==> src/rtl/instr_encoder.sv <==
// RV32I field-to-word encoder: packs opcode/register/immediate fields into a
// 32-bit instruction, flags illegal field sets, and queues results in a FIFO.
module instr_encoder #(
  parameter int DEPTH = 4,
  parameter int CNT_W = 16
) (
  input  logic             clk,
  input  logic             rst_n,
  input  logic             in_valid,
  output logic             in_ready,
  input  logic [4:0]       in_op,
  input  logic [2:0]       in_funct3,
  input  logic             in_funct7_6,
  input  logic [4:0]       in_rd,
  input  logic [4:0]       in_rs1,
  input  logic [4:0]       in_rs2,
  input  logic [31:0]      in_imm,
  output logic             out_valid,
  input  logic             out_ready,
  output logic [31:0]      out_instr,
  output logic             out_err,
  output logic [CNT_W-1:0] enc_count,
  output logic [CNT_W-1:0] err_count
);

  localparam int PTR_W = $clog2(DEPTH);

  localparam logic [4:0] OP_LOAD   = 5'b00000;
  localparam logic [4:0] OP_IMM    = 5'b00100;
  localparam logic [4:0] OP_AUIPC  = 5'b00101;
  localparam logic [4:0] OP_STORE  = 5'b01000;
  localparam logic [4:0] OP_REG    = 5'b01100;
  localparam logic [4:0] OP_LUI    = 5'b01101;
  localparam logic [4:0] OP_BRANCH = 5'b11000;
  localparam logic [4:0] OP_JALR   = 5'b11001;
  localparam logic [4:0] OP_JAL    = 5'b11011;

  localparam logic [31:0]      NOP_WORD  = 32'h0000_0013;
  localparam logic [PTR_W:0]   FIFO_FULL = (PTR_W + 1)'(DEPTH);
  localparam logic [PTR_W:0]   CNT_STEP  = (PTR_W + 1)'(1);
  localparam logic [PTR_W-1:0] PTR_STEP  = PTR_W'(1);
  localparam logic [CNT_W-1:0] STAT_ONE  = CNT_W'(1);

  // True when v is representable as a signed value of the given bit width.
  function automatic logic fits_signed(input logic [31:0] v, input int unsigned bits);
    logic signed [31:0] hi;
    hi = $signed(v) >>> (bits - 1);
    return (hi == '0) || (&hi);
  endfunction

  function automatic logic [CNT_W-1:0] sat_inc(input logic [CNT_W-1:0] v);
    return (&v) ? v : v + STAT_ONE;
  endfunction

  function automatic logic [31:0] fmt_i(input logic [11:0] imm12, input logic [4:0] rs1,
                                        input logic [2:0] f3, input logic [4:0] rd,
                                        input logic [6:0] opc);
    return {imm12, rs1, f3, rd, opc};
  endfunction

  function automatic logic [31:0] fmt_s(input logic [31:0] imm, input logic [4:0] rs2,
                                        input logic [4:0] rs1, input logic [2:0] f3,
                                        input logic [6:0] opc);
    return {imm[11:5], rs2, rs1, f3, imm[4:0], opc};
  endfunction

  function automatic logic [31:0] fmt_b(input logic [31:0] imm, input logic [4:0] rs2,
                                        input logic [4:0] rs1, input logic [2:0] f3,
                                        input logic [6:0] opc);
    return {imm[12], imm[10:5], rs2, rs1, f3, imm[4:1], imm[11], opc};
  endfunction

  function automatic logic [31:0] fmt_j(input logic [31:0] imm, input logic [4:0] rd,
                                        input logic [6:0] opc);
    return {imm[20], imm[10:1], imm[11], imm[19:12], rd, opc};
  endfunction

  // ---- Stage p0: combinational encode of the presented field set ----
  logic [6:0]  opc_p0;
  logic [31:0] raw_p0;
  logic        bad_p0;
  logic [31:0] word_p0;
  logic        shift_p0;

  assign opc_p0   = {in_op, 2'b11};
  assign shift_p0 = (in_funct3 == 3'b001) || (in_funct3 == 3'b101);

  always_comb begin
    raw_p0 = '0;
    bad_p0 = 1'b0;
    case (in_op)
      OP_REG: begin
        raw_p0 = {1'b0, in_funct7_6, 5'b0, in_rs2, in_rs1, in_funct3, in_rd, opc_p0};
        bad_p0 = in_funct7_6 && !((in_funct3 == 3'b000) || (in_funct3 == 3'b101));
      end
      OP_IMM: begin
        if (shift_p0) begin
          raw_p0 = fmt_i({1'b0, in_funct7_6, 5'b0, in_imm[4:0]}, in_rs1, in_funct3,
                         in_rd, opc_p0);
          bad_p0 = (|in_imm[31:5]) || (in_funct7_6 && (in_funct3 != 3'b101));
        end else begin
          raw_p0 = fmt_i(in_imm[11:0], in_rs1, in_funct3, in_rd, opc_p0);
          bad_p0 = !fits_signed(in_imm, 12) || in_funct7_6;
        end
      end
      OP_LOAD: begin
        raw_p0 = fmt_i(in_imm[11:0], in_rs1, in_funct3, in_rd, opc_p0);
        bad_p0 = !fits_signed(in_imm, 12) || (in_funct3 == 3'b011) ||
                 (in_funct3 == 3'b110) || (in_funct3 == 3'b111);
      end
      OP_JALR: begin
        raw_p0 = fmt_i(in_imm[11:0], in_rs1, in_funct3, in_rd, opc_p0);
        bad_p0 = !fits_signed(in_imm, 12) || (in_funct3 != 3'b000);
      end
      OP_STORE: begin
        raw_p0 = fmt_s(in_imm, in_rs2, in_rs1, in_funct3, opc_p0);
        bad_p0 = !fits_signed(in_imm, 12) || (in_funct3 > 3'b010);
      end
      OP_BRANCH: begin
        raw_p0 = fmt_b(in_imm, in_rs2, in_rs1, in_funct3, opc_p0);
        bad_p0 = !fits_signed(in_imm, 13) || in_imm[0] ||
                 (in_funct3 == 3'b010) || (in_funct3 == 3'b011);
      end
      OP_LUI, OP_AUIPC: begin
        raw_p0 = {in_imm[31:12], in_rd, opc_p0};
        bad_p0 = |in_imm[11:0];
      end
      OP_JAL: begin
        raw_p0 = fmt_j(in_imm, in_rd, opc_p0);
        bad_p0 = !fits_signed(in_imm, 21) || in_imm[0];
      end
      default: begin
        raw_p0 = '0;
        bad_p0 = 1'b1;
      end
    endcase
  end

  assign word_p0 = bad_p0 ? NOP_WORD : raw_p0;

  // ---- Stage p1: output FIFO and statistics ----
  logic [31:0]      mem_instr [DEPTH];
  logic [DEPTH-1:0] mem_err;
  logic [PTR_W-1:0] wr_ptr;
  logic [PTR_W-1:0] rd_ptr;
  logic [PTR_W:0]   count;
  logic             push;
  logic             pop;

  assign in_ready  = (count < FIFO_FULL);
  assign out_valid = (count != '0);
  assign push      = in_valid && in_ready;
  assign pop       = out_valid && out_ready;
  assign out_instr = mem_instr[rd_ptr];
  assign out_err   = mem_err[rd_ptr];

  // Storage is cleared too so the head reads as zero straight out of reset.
  always_ff @(posedge clk or negedge rst_n) begin
    if (!rst_n) begin
      wr_ptr    <= '0;
      rd_ptr    <= '0;
      count     <= '0;
      enc_count <= '0;
      err_count <= '0;
      mem_err   <= '0;
      for (int i = 0; i < DEPTH; i++) begin
        mem_instr[i] <= '0;
      end
    end else begin
      if (push) begin
        mem_instr[wr_ptr] <= word_p0;
        mem_err[wr_ptr]   <= bad_p0;
        wr_ptr            <= wr_ptr + PTR_STEP;
        if (bad_p0) begin
          err_count <= sat_inc(err_count);
        end else begin
          enc_count <= sat_inc(enc_count);
        end
      end
      if (pop) begin
        rd_ptr <= rd_ptr + PTR_STEP;
      end
      case ({push, pop})
        2'b10:   count <= count + CNT_STEP;
        2'b01:   count <= count - CNT_STEP;
        default: count <= count;
      endcase
    end
  end

endmodule

==> config.mk <==
export PLATFORM = sky130hd
export DESIGN_NAME = instr_encoder
export DESIGN_NICKNAME = d
export VERILOG_FILES = /design/src/rtl/instr_encoder.sv
export SDC_FILE = /design/constraint.sdc
export NUM_CORES = 1
export LEC_CHECK = 0
export ABC_AREA = 0
export BUFFER_PORTS_ARGS = -buffer_cell sky130_fd_sc_hd__buf_4
export CAP_MARGIN = 40
export CORE_ASPECT_RATIO = 1.25
export CORE_MARGIN = 2
export CORE_UTILIZATION = 45
export CTS_CLUSTER_DIAMETER = 120
export DETAILED_ROUTE_END_ITERATION = 8
export PLACE_DENSITY_LB_ADDON = 0.05
export SLEW_MARGIN = 20
export SYNTH_ARGS = -nofsm -noshare
export SYNTH_HDL_FRONTEND = slang
export SYNTH_SLANG_ARGS = --single-unit
==> constraint.sdc <==
create_clock -name clk -period 3.29 [get_ports clk]
set_input_delay 0.987 -clock clk [delete_from_list [all_inputs] [get_ports clk]]
set_output_delay 0.987 -clock clk [all_outputs]
set_load 0.01 [all_outputs]
==> results of run 1 <==
==> per-stage QoR <==
step	hold WS [ns]	instance area (µm²)
after floorplan	0.429	8190
after global placement	0.445	9710
after detailed placement	0.447	9720
after CTS	0.467	10300
after global routing	0.500	10400
final	0.468	10400
==> cell usage in the layout, fill, tap and decap left out, types with 3 or more instances in the layout <==
| master | n |
|---|---|
| sky130_fd_sc_hd__xor2_1 | 18 |
| sky130_fd_sc_hd__a21oi_1 | 11 |
| sky130_fd_sc_hd__a22o_1 | 8 |
| sky130_fd_sc_hd__buf_12 | 10 |
| sky130_fd_sc_hd__a22oi_1 | 14 |
| sky130_fd_sc_hd__nand2b_1 | 6 |
| sky130_fd_sc_hd__ha_1 | 7 |
| sky130_fd_sc_hd__mux4_2 | 32 |
| sky130_fd_sc_hd__nor3_1 | 9 |
| sky130_fd_sc_hd__clkinv_4 | 3 |
| sky130_fd_sc_hd__mux2_2 | 12 |
| sky130_fd_sc_hd__and3_1 | 8 |
| sky130_fd_sc_hd__o31ai_2 | 5 |
| sky130_fd_sc_hd__inv_1 | 14 |
| sky130_fd_sc_hd__nand3_1 | 13 |
| sky130_fd_sc_hd__or4_1 | 3 |
| sky130_fd_sc_hd__o31ai_1 | 51 |
| sky130_fd_sc_hd__nor2_1 | 21 |
| sky130_fd_sc_hd__nand2_2 | 4 |
| sky130_fd_sc_hd__nor4_1 | 11 |
| sky130_fd_sc_hd__clkbuf_8 | 3 |
| sky130_fd_sc_hd__dfrtp_1 | 166 |
| sky130_fd_sc_hd__buf_4 | 165 |
| sky130_fd_sc_hd__nand4_1 | 19 |
| sky130_fd_sc_hd__xnor2_1 | 16 |
| sky130_fd_sc_hd__nand2_1 | 163 |
| sky130_fd_sc_hd__clkbuf_16 | 17 |
| sky130_fd_sc_hd__o21ai_0 | 65 |
| sky130_fd_sc_hd__and4_1 | 3 |
| sky130_fd_sc_hd__nor2b_1 | 3 |
| sky130_fd_sc_hd__inv_6 | 4 |
| sky130_fd_sc_hd__or2_2 | 3 |
==> worst register-to-register path: cells and delay by family, from the launching register on <==
family / cells / cell delay, ns
AND/OR/NAND/NOR: 7 / 1.26
XOR/XNOR: 1 / 0.17
flip-flops: 1 / 0.44
buffers and inverters: 1 / 0.18
==> flip-flops by register name, indices dropped and copies added (netlist names) <==
| signal | flops |
|---|---|
| err_count | 16 |
| count | 3 |
| rd_ptr | 2 |
| enc_count | 16 |
| mem_instr | 124 |
| mem_err | 4 |
| wr_ptr | 2 |
==> cell families (layout without fill, tap and decap cells) <==
kind of cell | count (synthesis) | after routing | share of synthesized area, %
buf+inv | 68 | 224 | 3.62
xor+xnor | 34 | 34 | 3.63
simple gates | 281 | 281 | 16.1
flops | 167 | 167 | 51.0
compound gates | 172 | 172 | 13.6
mux | 46 | 46 | 10.7
fa+ha+maj | 8 | 8 | 1.31
==> path summary, 6_finish.rpt <==
kind	startpoint	end	slack (ns)	cells after the start
worst max-delay path	in_imm[8]	mem_instr[103]	0.1	10
worst min register to register	mem_instr[33]	mem_instr[33]	0.47	1
worst max register to register	enc_count[8]	enc_count[15]	1.16	9
max in group asynchronous	rst_n	mem_instr[49]	1.86	2
min in group asynchronous	rst_n	mem_err[1]	0.59	1
worst min-delay path	mem_instr[33]	mem_instr[33]	0.47	1
==> layer usage <==
| layer | track usage, % | wire length [µm] |
|---|---|---|
| met1 | 31.9 | 9810 |
| met2 | 38.8 | 11000 |
| met3 | 4.78 | 1120 |
| met4 | 8.77 | 596 |
| met5 | 0 | 0 |
==> cell type report <==
| type | instances | area (µm²) | share of cell area [%] |
|---|---|---|---|
| clock buffers | 20 | 467 | 4.50 |
| inverters | 14 | 52.6 | 0.507 |
| flip-flops and latches | 167 | 4180 | 40.3 |
| multi-input cells | 541 | 3770 | 36.4 |
| repair buffers | 178 | 1470 | 14.1 |
| clock inverters | 12 | 139 | 1.34 |
| well taps | 228 | 285 | 2.75 |
==> power by group <==
group          total [µW]  switching (µW)  internal [µW]
Clock                2030             839           1190
Combinational        2010            1060            956
Sequential           2700             289           2420
Total                6750            2190           4560
==> timing repair <==
| action | in CTS | in global routing |
|---|---|---|
| endpoints found under the hold margin | 0 | 0 |
| resized for setup | 0 | 8 |
| setup endpoints to repair | 0 | 84 |
==> impl_results.md, run 1 <==
* Result of the run: completed
* DPL Wire Length at 16.2 mm
* Share of layout cells above drive strength 1 at between 20 and 30%
* Maximum buffer depth of the clock tree at 2
* Commonest register cell after synthesis: sky130_fd_sc_hd__dfrtp_1
* Gp weighted congestion at 0.912
* TritonCTS clock tree: yes
* Number of vias per cell after detailed routing at 5.73
* Chip Width at roughly 120 µm
* Slowest stage cell on the critical path: sky130_fd_sc_hd__or4_1
* Number of design-rule violations left by the first detailed-router iteration at 449
* Quantity of hold-fixing buffers added after cts at 0
* Synthesized cell area at approximately 0.0082 mm²
* Distinct cell type count of the synthesized netlist at 54
* Routed wire length per instance at 19.4 µm
* Flip-flop and latch count after synthesis at 167
* Final Routed Wirelength at 22.5 mm
* Clock root buffer: sky130_fd_sc_hd__clkbuf_16
* Synthesized instance count at just under 800
* Kind of critical path: in2reg
* Vias in the first global route at ~6700
* Slew Viols, Final at 0
* CP Capture Type: flop
* Chain of cells forming the critical path: buf_4 > or4_1 > nor4_4 > nand3_1 > a21oi_2 > o211ai_1 > or4b_4 > buf_4 > buf_12 > o31ai_1
* Fraction of registers with async set or reset after synthesis at 100%
* Final hold violation count at 0
* Seq/Total Area, Yosys at 51.0%
* N_diodes at 0
* Critical Path Max Stage Delay at 0.57 ns
* Arrival time at the worst endpoint at 3.51 ns
* Number of ports placed on the die boundary at approximately 130
* Total clock sinks at 167
* Critical path data required time at 3.61 ns
* Total setup buffers inserted after CTS at 0
* # nets final at between 900 and 1000
* Combined buffer and inverter count along the critical path at 3
* Cell family with the largest share of critical-path delay: simple AND/OR/NAND/NOR gates
* Worst setup slack after placement at -0.351 ns
* Total placed cells including tap cells at 1128
* Share of the core filled with cells in the final layout at 57.7%
* Initial antenna violation count at 0
* Largest fanout on the critical path at 23
* Maxcap violations at 0
* Most frequent cells after synthesis: sky130_fd_sc_hd__dfrtp_1 (167), sky130_fd_sc_hd__nand2_1 (167), sky130_fd_sc_hd__o21ai_0 (65), sky130_fd_sc_hd__o31ai_1 (56), sky130_fd_sc_hd__clkbuf_1 (39)
* Number of port buffers at between 100 and 150
* Std-Cell Rows at 55
* Floorplan die height at around 150 µm
* Startpoint Class: input pin
* Slack of the critical path at 0.0953 ns
* Pleak at 0.00475 µW
* Post-synthesis area per instance at 10.6 µm²
* Top area cells in the synthesized netlist: sky130_fd_sc_hd__dfrtp_1 (51%), sky130_fd_sc_hd__mux4_2 (8.8%), sky130_fd_sc_hd__nand2_1 (7.7%), sky130_fd_sc_hd__o31ai_1 (5.1%), sky130_fd_sc_hd__o21ai_0 (4.0%)
* Total vias in the final route at 6648
* DRC errors left at 0
* Cell type contributing the most total cell area after synthesis: sky130_fd_sc_hd__dfrtp_1
* Time the final worst path needs with I/O delays and setup at 3.19 ns
* Later-pin clock latency in the skew report at 0.43 ns
* Fill count at 1522
* # H-tree levels at 4
* Overall track demand over capacity in global routing at 23.8%
* Unrepaired setup endpoints after global routing: no
* Die area at 0.0193 mm²
* Remaining global-route overflow at 0
* Post-synth top area share at 51.0%
* Actual slew at the worst max-slew pin at 0.760 ns
* Antenna-violating nets left at 0
* Critical path's most frequent cell: sky130_fd_sc_hd__buf_4
* Number of standard cells in the final layout excluding fillers at 1160
* Power Total at slightly below 7000 µW
* Type of the worst min-delay path: reg2reg
* Maximum vdd drop at 0.395 mV
* Number of enable flip-flop cells after synthesis at 0
* Largest net degree at the start of global routing at 79
* Core area at 0.0180 mm²
* Number of detailed-routing iterations run before antenna repair at 5
* Worst max-slew margin expressed relative to the limit at 49.3%
* Warnings, synthesis at 0
* FMAX at 0.313 GHz
* Worst setup skew after layout at 0.00856 ns
* Post-route clock period utilization at 97.1%
* Global-route wire length before repair at 36.2 mm
* Effective utilization at floorplan at 45.6%
* Number of setup violations in the final report at 0
* Layout overhead on the synthesized area at 26.5%
* Pwr/cell area at approximately 650 mW/mm²
* Clk pin slew, worst setup/hold paths at 0.07 ns
* Summed negative setup slack over all endpoints at 0 ns
* Total clock buffers created by CTS at 17
* Syn nets at 844
(Power assumes the default switching activity.)
==> run 2: changes to the inputs <==
--- a/config.mk
+++ b/config.mk
@@ -13,6 +13,8 @@
 export CORE_UTILIZATION = 45
 export CTS_CLUSTER_DIAMETER = 120
 export DETAILED_ROUTE_END_ITERATION = 8
+export GPL_TIMING_DRIVEN = 0
+export MAX_ROUTING_LAYER = met4
 export PLACE_DENSITY_LB_ADDON = 0.05
 export SLEW_MARGIN = 20
 export SYNTH_ARGS = -nofsm -noshare
==> constraint.sdc (replaced) <==
create_clock -name clk -period 3.35 [get_ports clk]
set_input_delay 1.005 -clock clk [delete_from_list [all_inputs] [get_ports clk]]
set_output_delay 1.005 -clock clk [all_outputs]
set_load 0.01 [all_outputs]
==> run 2 against run 1 <==
  * Clock skew up 0.0038 ns
  * Worst hold slack lost 0.0046 ns
  * Global-route usage grew 3.6 points
  * Largest cell class unchanged
  * Worst setup slack got worse by 0.027 ns
  * Final area decreased by 1.3%
  * Combinational power is 2% higher
  * Wire length rose by 12%
  * Flip-flop and latch count stayed put
  * Utilization shrank 0.75 points
  * First-iteration DRC count grew 32%
  * Cell count rose by 0.60%
  * Count of clock-buffer cells in the layout is the same
==> impl_results.md, run 2 (synthesis gave the netlist of run 1 again) <==
* Gp weighted congestion at 0.906 (-0.66%)
* Int Power at 4490 µW (-1.5%)
* Number of vias per cell after detailed routing at 5.88 (+2.7%)
* Capture instance of the worst register-to-register path: enc_count[15]
* Largest Register: mem_instr
* Die area at 0.0193 mm² (unchanged)
* Number of port buffers at 124 (-1.6%)
* Max reg flops at 124 (unchanged)
* Arrival time at the worst endpoint at 2.28 ns (-1.23 ns)
* Quantity of hold-fixing buffers added after cts at 0 (unchanged)
* Summed negative setup slack over all endpoints at 0 ns (unchanged)
* R2R Setup Slk at 0.78 ns (-0.38 ns)
* Std-Cell Rows at 55 (unchanged)
* Worst setup skew after layout at 0.0123 ns (+0.00379 ns)
* N_diodes at 0 (unchanged)
* Clock power frac at 30.8% (+0.7 points)
* Area occupied by registers at 0.00418 mm² (unchanged)
* FMAX at around 0.30 GHz
* Number of detailed-routing iterations run before antenna repair at 5 (unchanged)
* Clock root buffer: sky130_fd_sc_hd__clkbuf_16
* Initial antenna violation count at 0 (unchanged)
* CP Capture Point: out_instr[9]
* Result of the run: completed
* Largest net degree at the start of global routing at 93 (+18%)
* Number of setup violations in the final report at 0 (unchanged)
* Number of design-rule violations left by the first detailed-router iteration at 594 (+32%)
* Unrepaired setup endpoints after global routing: yes
* Final hold violation count at 0 (unchanged)
* Critical path startpoint: rd_ptr[1]
* Biggest regs: mem_instr: 124 flops, enc_count: 16 flops, err_count: 16 flops
* Critical Path Max Stage Delay at 0.48 ns (-0.09 ns)
* Chain of cells forming the critical path: clkbuf_1 > clkbuf_2 > mux4_2 > buf_4
* Later-pin clock latency in the skew report at 0.44 ns (about the same)
* Critical path data required time at 2.34 ns (-1.27 ns)
* Reg-to-reg critical path startpoint: enc_count[8]
* Post-route clock period utilization at 98.0%
* Cell family with the largest share of critical-path delay: buffers and inverters
* # H-tree levels at 4 (unchanged)
* TritonCTS clock tree: yes
* Total vias in the final route at 6866 (+3.3%)
* Antenna-violating nets left at 0 (unchanged)
* Remaining global-route overflow at 0 (unchanged)
* Hold_ws at 0.464 ns (-0.00455 ns)
* Share of power burned in registers at 38.8% (-1.3 points)
* Layout overhead on the synthesized area at 24.8%
* Share of layout cells above drive strength 1 at 26.2% (-3.3 points)
* Worst path depth at 4 (-6)
* Type of the worst min-delay path: reg2reg
* # nets final at 994 (+0.71%)
* Total clock buffers created by CTS at 17 (unchanged)
* Fill count at 1594 (+4.7%)
* Kind of critical path: reg2out
* Maximum vdd drop at 0.419 mV (+5.9%)
* Pwr/cell area at 662 mW/mm² (+1.7%)
* Startpoint Class: flop
* Largest fanout on the critical path at 10 (-57%)
* Switching fraction of total power at 33.7% (+1.3 points)
* Global-route wire length before repair at 39.5 mm (+9.1%)
* Core area at 0.0180 mm² (unchanged)
* Gate power share at 30.3% (+0.4 points)
* Vias in the first global route at 7207 (+7.1%)
* Combined buffer and inverter count along the critical path at 3 (unchanged)
* Chip Width at 125 µm (unchanged)
* Commonest non-fill, non-tap cells in the layout: sky130_fd_sc_hd__nand2_1 (167), sky130_fd_sc_hd__dfrtp_1 (166), sky130_fd_sc_hd__buf_4 (128)
* Slowest stage cell on the critical path: sky130_fd_sc_hd__clkbuf_2
* Clk pin slew, worst setup/hold paths at 0.07 ns (about the same)
* Overall track demand over capacity in global routing at 27.5% (+3.6 points)
* Slew Viols, Final at 0 (unchanged)
* Actual slew at the worst max-slew pin at 0.859 ns (+0.0984 ns)
* Number of cell instances on the worst register-to-register path at 8 (-1)
* Time the final worst path needs with I/O delays and setup at 3.28 ns
* Worst max-slew margin expressed relative to the limit at 42.3% (-7.0 points)
* DRC errors left at 0 (unchanged)
* Maximum buffer depth of the clock tree at 2 (unchanged)
* Floorplan die height at 155 µm (unchanged)
* CP Capture Type: output pin
* Area taken by multi-input logic gates at 0.00381 mm² (+0.86%)
* Routed wire length per instance at 21.6 µm (+12%)
* Net switching power figure at 2280 µW (+4.3%)
* Most common cell after layout, fill and taps aside: sky130_fd_sc_hd__nand2_1
* Final Routed Wirelength at 25.3 mm (+12%)
* Maxcap violations at 0 (unchanged)
* Effective utilization at floorplan at 45.6% (unchanged)
* DPL Wire Length at 18.1 mm (+12%)
* Total clock sinks at 167 (unchanged)
* Pleak at 0.00461 µW (-2.9%)
* Number of ports placed on the die boundary at 127 (unchanged)
run 2: worst min-delay path by stage:
stage / endpoint / slack, ns / start / cells past startpoint
5_1_grt: mem_instr[97] / 0.49 / mem_instr[97] / 1
6_report: mem_instr[33] / 0.46 / mem_instr[33] / 1
4_1_cts: mem_instr[33] / 0.47 / mem_instr[33] / 1
3_5_place_dp: mem_instr[33] / 0.45 / mem_instr[33] / 1
3_3_place_gp: mem_instr[33] / 0.44 / mem_instr[33] / 1
2_1_floorplan: mem_instr[33] / 0.43 / mem_instr[33] / 1
run 2: area by class of cell:
cell class | instances | share of cell area (%)
clock inverters | 12 | 1.64
well taps | 228 | 2.79
flip-flops and latches | 167 | 40.9
repair buffers | 132 | 10.0
multi-input cells | 541 | 37.2
clock buffers | 20 | 4.46
plain buffers | 53 | 2.50
inverters | 14 | 0.514
run 2: power by group through the flow:
stage / clock, µW / sequential, µW / combinational, µW
after floorplan: 0 / 2590 / 1210
after global placement: 0 / 2610 / 1980
after detailed placement: 0 / 2640 / 2070
after CTS: 2110 / 2630 / 2050
after global routing: 2190 / 2670 / 2240
final: 2090 / 2630 / 2060
run 2: through the flow:
stage	std cells	setup slack, ns	util (%)	cell area [µm²]	total power [µW]
after global placement	1128	-0.586	52.4	9410	4580
final	1167	0.0685	56.9	10200	6770
after global routing	1167	-0.0274	56.9	10200	7110
after CTS	1164	-0.0279	56.5	10100	6790
after detailed placement	1133	-0.657	52.8	9480	4710
after floorplan	776	0.119	-	8190	3800
run 2: timing repair:
item / CTS / global route
pin swaps: 0 / 1
endpoints found under the setup margin: 118 / 118
hold endpoints to repair: 0 / 0
buffers inserted: 0 / 2
gates resized for setup: 10 / 19
run 2: layer usage:
metal | vias up | part of all wire, % | track usage, %
li1 | 3108 | - | -
met1 | 3444 | 41 | 34.1
met2 | 260 | 50 | 44.5
met3 | 54 | 6.5 | 5.98
met4 | 0 | 2.8 | 10.5
met5 | - | 0 | -
==> run 3: changes to the inputs <==
--- a/config.mk
+++ b/config.mk
@@ -6,11 +6,12 @@
 export NUM_CORES = 1
 export LEC_CHECK = 0
 export ABC_AREA = 0
-export BUFFER_PORTS_ARGS = -buffer_cell sky130_fd_sc_hd__buf_4
+export BUFFER_PORTS_ARGS = -buffer_cell sky130_fd_sc_hd__buf_2
 export CAP_MARGIN = 40
 export CORE_ASPECT_RATIO = 1.25
 export CORE_MARGIN = 2
 export CORE_UTILIZATION = 45
+export CTS_BUF_LIST = sky130_fd_sc_hd__clkbuf_16
 export CTS_CLUSTER_DIAMETER = 120
 export DETAILED_ROUTE_END_ITERATION = 8
 export GPL_TIMING_DRIVEN = 0
==> run 3 against run 2 <==
  * Die area did not move
  * Clock power down 2%
  * Register-to-register slack better by 0.02 ns
  * Highest routed layer unchanged
==> impl_results.md, run 3 (synthesis gave the netlist of run 1 again) <==
* Startpoint Class: input pin
* Number of setup violations in the final report at 0 (unchanged)
* Std-Cell Rows at 55 (unchanged)
* Final Routed Wirelength at 25.1 mm (-0.80%)
* Clk pin slew, worst setup/hold paths at 0.06 ns (about the same)
* Number of design-rule violations left by the first detailed-router iteration at 579 (-2.5%)
* Slowest stage cell on the critical path: sky130_fd_sc_hd__or4b_4
* Clock root buffer: sky130_fd_sc_hd__clkbuf_16
* DPL Wire Length at 18.0 mm (-0.67%)
* Effective utilization at floorplan at 45.6% (unchanged)
* TritonCTS clock tree: yes
* Global-route wire length before repair at 39.2 mm (-0.58%)
* Critical path data required time at 3.67 ns (+1.33 ns)
* Antenna-violating nets left at 0 (unchanged)
* Worst max-slew margin expressed relative to the limit at 43.0% (+0.67 points)
* Routed wire length per instance at 21.5 µm (-0.88%)
* Number of standard cells in the final layout excluding fillers at 1168 (+0.086%)
* Summed negative setup slack over all endpoints at 0 ns (unchanged)
* Worst setup skew after layout at 0.00873 ns (-0.00362 ns)
* Chain of cells forming the critical path: buf_2 > or4_4 > nor4_4 > nand3_1 > a21oi_1 > o211ai_1 > or4b_4 > buf_6 > buf_4 > o31ai_2
* Reg-to-reg critical path startpoint: enc_count[8]
* Kind of critical path: in2reg
* Min-delay src: mem_instr[59]
* CP Capture Type: flop
* Vias in the first global route at 7117 (-1.2%)
* Quantity of hold-fixing buffers added after cts at 0 (unchanged)
* Maximum buffer depth of the clock tree at 2 (unchanged)
* Met2 track demand over resource in global routing at 44.1% (-0.39 points)
* GR peak layer: met2
* Number of detailed-routing iterations run before antenna repair at 6 (+1)
* Share of layout cells above drive strength 1 at 27.6% (+1.4 points)
* # nets final at 994 (unchanged)
* Slew Viols, Final at 0 (unchanged)
* Pleak at 0.00460 µW (-0.36%)
* Number of vias per cell after detailed routing at 5.90 (+0.26%)
* Pwr/cell area at 666 mW/mm² (+0.61%)
* Post-route clock period utilization at 97.2% (-0.76 points)
* Maxcap violations at 0 (unchanged)
* Maximum vdd drop at 0.462 mV (+10%)
* Type of the worst min-delay path: reg2reg
* Combined buffer and inverter count along the critical path at 3 (unchanged)
* Floorplan die height at 155 µm (unchanged)
* Layout overhead on the synthesized area at 22.1%
* Total vias in the final route at 6890 (+0.35%)
* Total clock sinks at 167 (unchanged)
* Total clock buffers created by CTS at 17 (unchanged)
* Time the final worst path needs with I/O delays and setup at 3.26 ns (-0.0255 ns)
* Later-pin clock latency in the skew report at 0.42 ns (-0.02 ns)
* Critical Path Max Stage Delay at 0.55 ns (+0.07 ns)
* Largest fanout on the critical path at 10 (unchanged)
* Placed Instance Area at 0.00921 mm² (-2.9%)
* Final hold violation count at 0 (unchanged)
* Arrival time at the worst endpoint at 3.57 ns (+1.29 ns)
* FMAX at 0.307 GHz (+0.78%)
* Overall track demand over capacity in global routing at 27.2% (-0.29 points)
* Largest net degree at the start of global routing at 103 (+11%)
* # H-tree levels at 4 (unchanged)
* Fill count at 1602 (+0.50%)
* Core area at 0.0180 mm² (unchanged)
* Gp weighted congestion at 0.935 (+3.2%)
* Commonest non-fill, non-tap cells in the layout: sky130_fd_sc_hd__dfrtp_1 (166), sky130_fd_sc_hd__nand2_1 (164), sky130_fd_sc_hd__buf_2 (130)
* Biggest regs: mem_instr: 124 flops, enc_count: 16 flops, err_count: 16 flops
* Critical path startpoint: in_imm[11]
* Die area at 0.0193 mm² (unchanged)
* Actual slew at the worst max-slew pin at 0.849 ns (-0.00999 ns)
* Total placed cells including tap cells at 1135 (+0.18%)
* Result of the run: completed
* Number of ports placed on the die boundary at 127 (unchanged)
* DRC errors left at 0 (unchanged)
* Met1 Track Usage GR at 34.6% (+0.51 points)
* Chip Width at 125 µm (unchanged)
* Max reg flops at 124 (unchanged)
* Cell family with the largest share of critical-path delay: simple AND/OR/NAND/NOR gates
* Most common cell after layout, fill and taps aside: sky130_fd_sc_hd__dfrtp_1
* Total setup buffers inserted after CTS at 0 (unchanged)
* Remaining global-route overflow at 0 (unchanged)
* Summed area of non-filler cells in the final layout at 0.0100 mm² (-2.2%)
* Largest Register: mem_instr
* Number of port buffers at 124 (unchanged)
* Met3 usage in global routing at 5.09% (-0.89 points)
* Initial antenna violation count at 2 (+2)
run 3: cell types whose count changed in the layout (fill, tap and decap cells not counted), moves of 3 or more:
cell                         previous run  this run
sky130_fd_sc_hd__o21ai_0               65        54
sky130_fd_sc_hd__buf_4                128         4
sky130_fd_sc_hd__nand2_2                0         3
sky130_fd_sc_hd__o31ai_1               49        35
sky130_fd_sc_hd__clkinvlp_4             3         0
sky130_fd_sc_hd__o21ai_1                1        12
sky130_fd_sc_hd__nand2_1              167       164
sky130_fd_sc_hd__o31ai_2                6        21
sky130_fd_sc_hd__clkinv_1               0         3
sky130_fd_sc_hd__buf_2                  6       130
run 3: power by group:
part / switching [µW] / internal [µW]
Sequential: 257 / 2370
Clock: 808 / 1240
Combinational: 1180 / 806
Total: 2250 / 4420
run 3: path summary, 6_finish.rpt:
kind / endpoint / slack (ns) / cells after the start
max: mem_instr[26] / 0.09 / 10
min: mem_instr[59] / 0.47 / 2
max reg2reg: enc_count[13] / 0.80 / 8
min reg2reg: mem_instr[59] / 0.47 / 2
max in group asynchronous: enc_count[14] / 2.06 / 3
min in group asynchronous: mem_instr[102] / 0.58 / 2
run 3: final cells by class:
| cell class | count | area [µm²] | area share (%) |
|---|---|---|---|
| Timing Repair Buffer | 132 | 734 | 7.34 |
| Tap cell | 228 | 285 | 2.85 |
| Antenna cell | 2 | 5.00 | 0.0500 |
| Buffer | 53 | 268 | 2.68 |
| Multi-Input combinational cell | 541 | 3870 | 38.7 |
| Clock inverter | 14 | 184 | 1.84 |
| Sequential cell | 167 | 4180 | 41.8 |
| Clock buffer | 17 | 425 | 4.25 |
| Inverter | 14 | 52.6 | 0.525 |
run 3: metrics by stage:
stage | setup slack, ns | utilization, % | power (µW) | hold WS, ns
2_1_floorplan | 0.119 | - | 3800 | 0.429
3_3_place_gp | -1.14 | 50.7 | 4470 | 0.446
4_1_cts | 0.0113 | 54.8 | 6650 | 0.476
6_report | 0.0939 | 55.7 | 6670 | 0.473
5_1_grt | -0.0282 | 55.7 | 6990 | 0.496
3_5_place_dp | -0.580 | 51.3 | 4600 | 0.461
run 3: worst min-delay path: stages, from the launching register on:
cell and delay (ns):
sky130_fd_sc_hd__dfrtp_1 0.34, sky130_fd_sc_hd__nand2_1 0.05, sky130_fd_sc_hd__o31ai_1 0.05
run 3: timing repair:
action                                  in CTS  in global routing
cloned                                       0                  1
endpoints found under the setup margin      98                152
gates resized for setup                      9                 54
endpoints found under the hold margin        0                  0
pin swaps                                    1                  3
run 3: layer usage:
metal | vias up | wire, µm
met2 | 285 | 12600
li1 | 3103 | -
met1 | 3455 | 10400
met4 | 0 | 588
met5 | - | 0
met3 | 47 | 1490
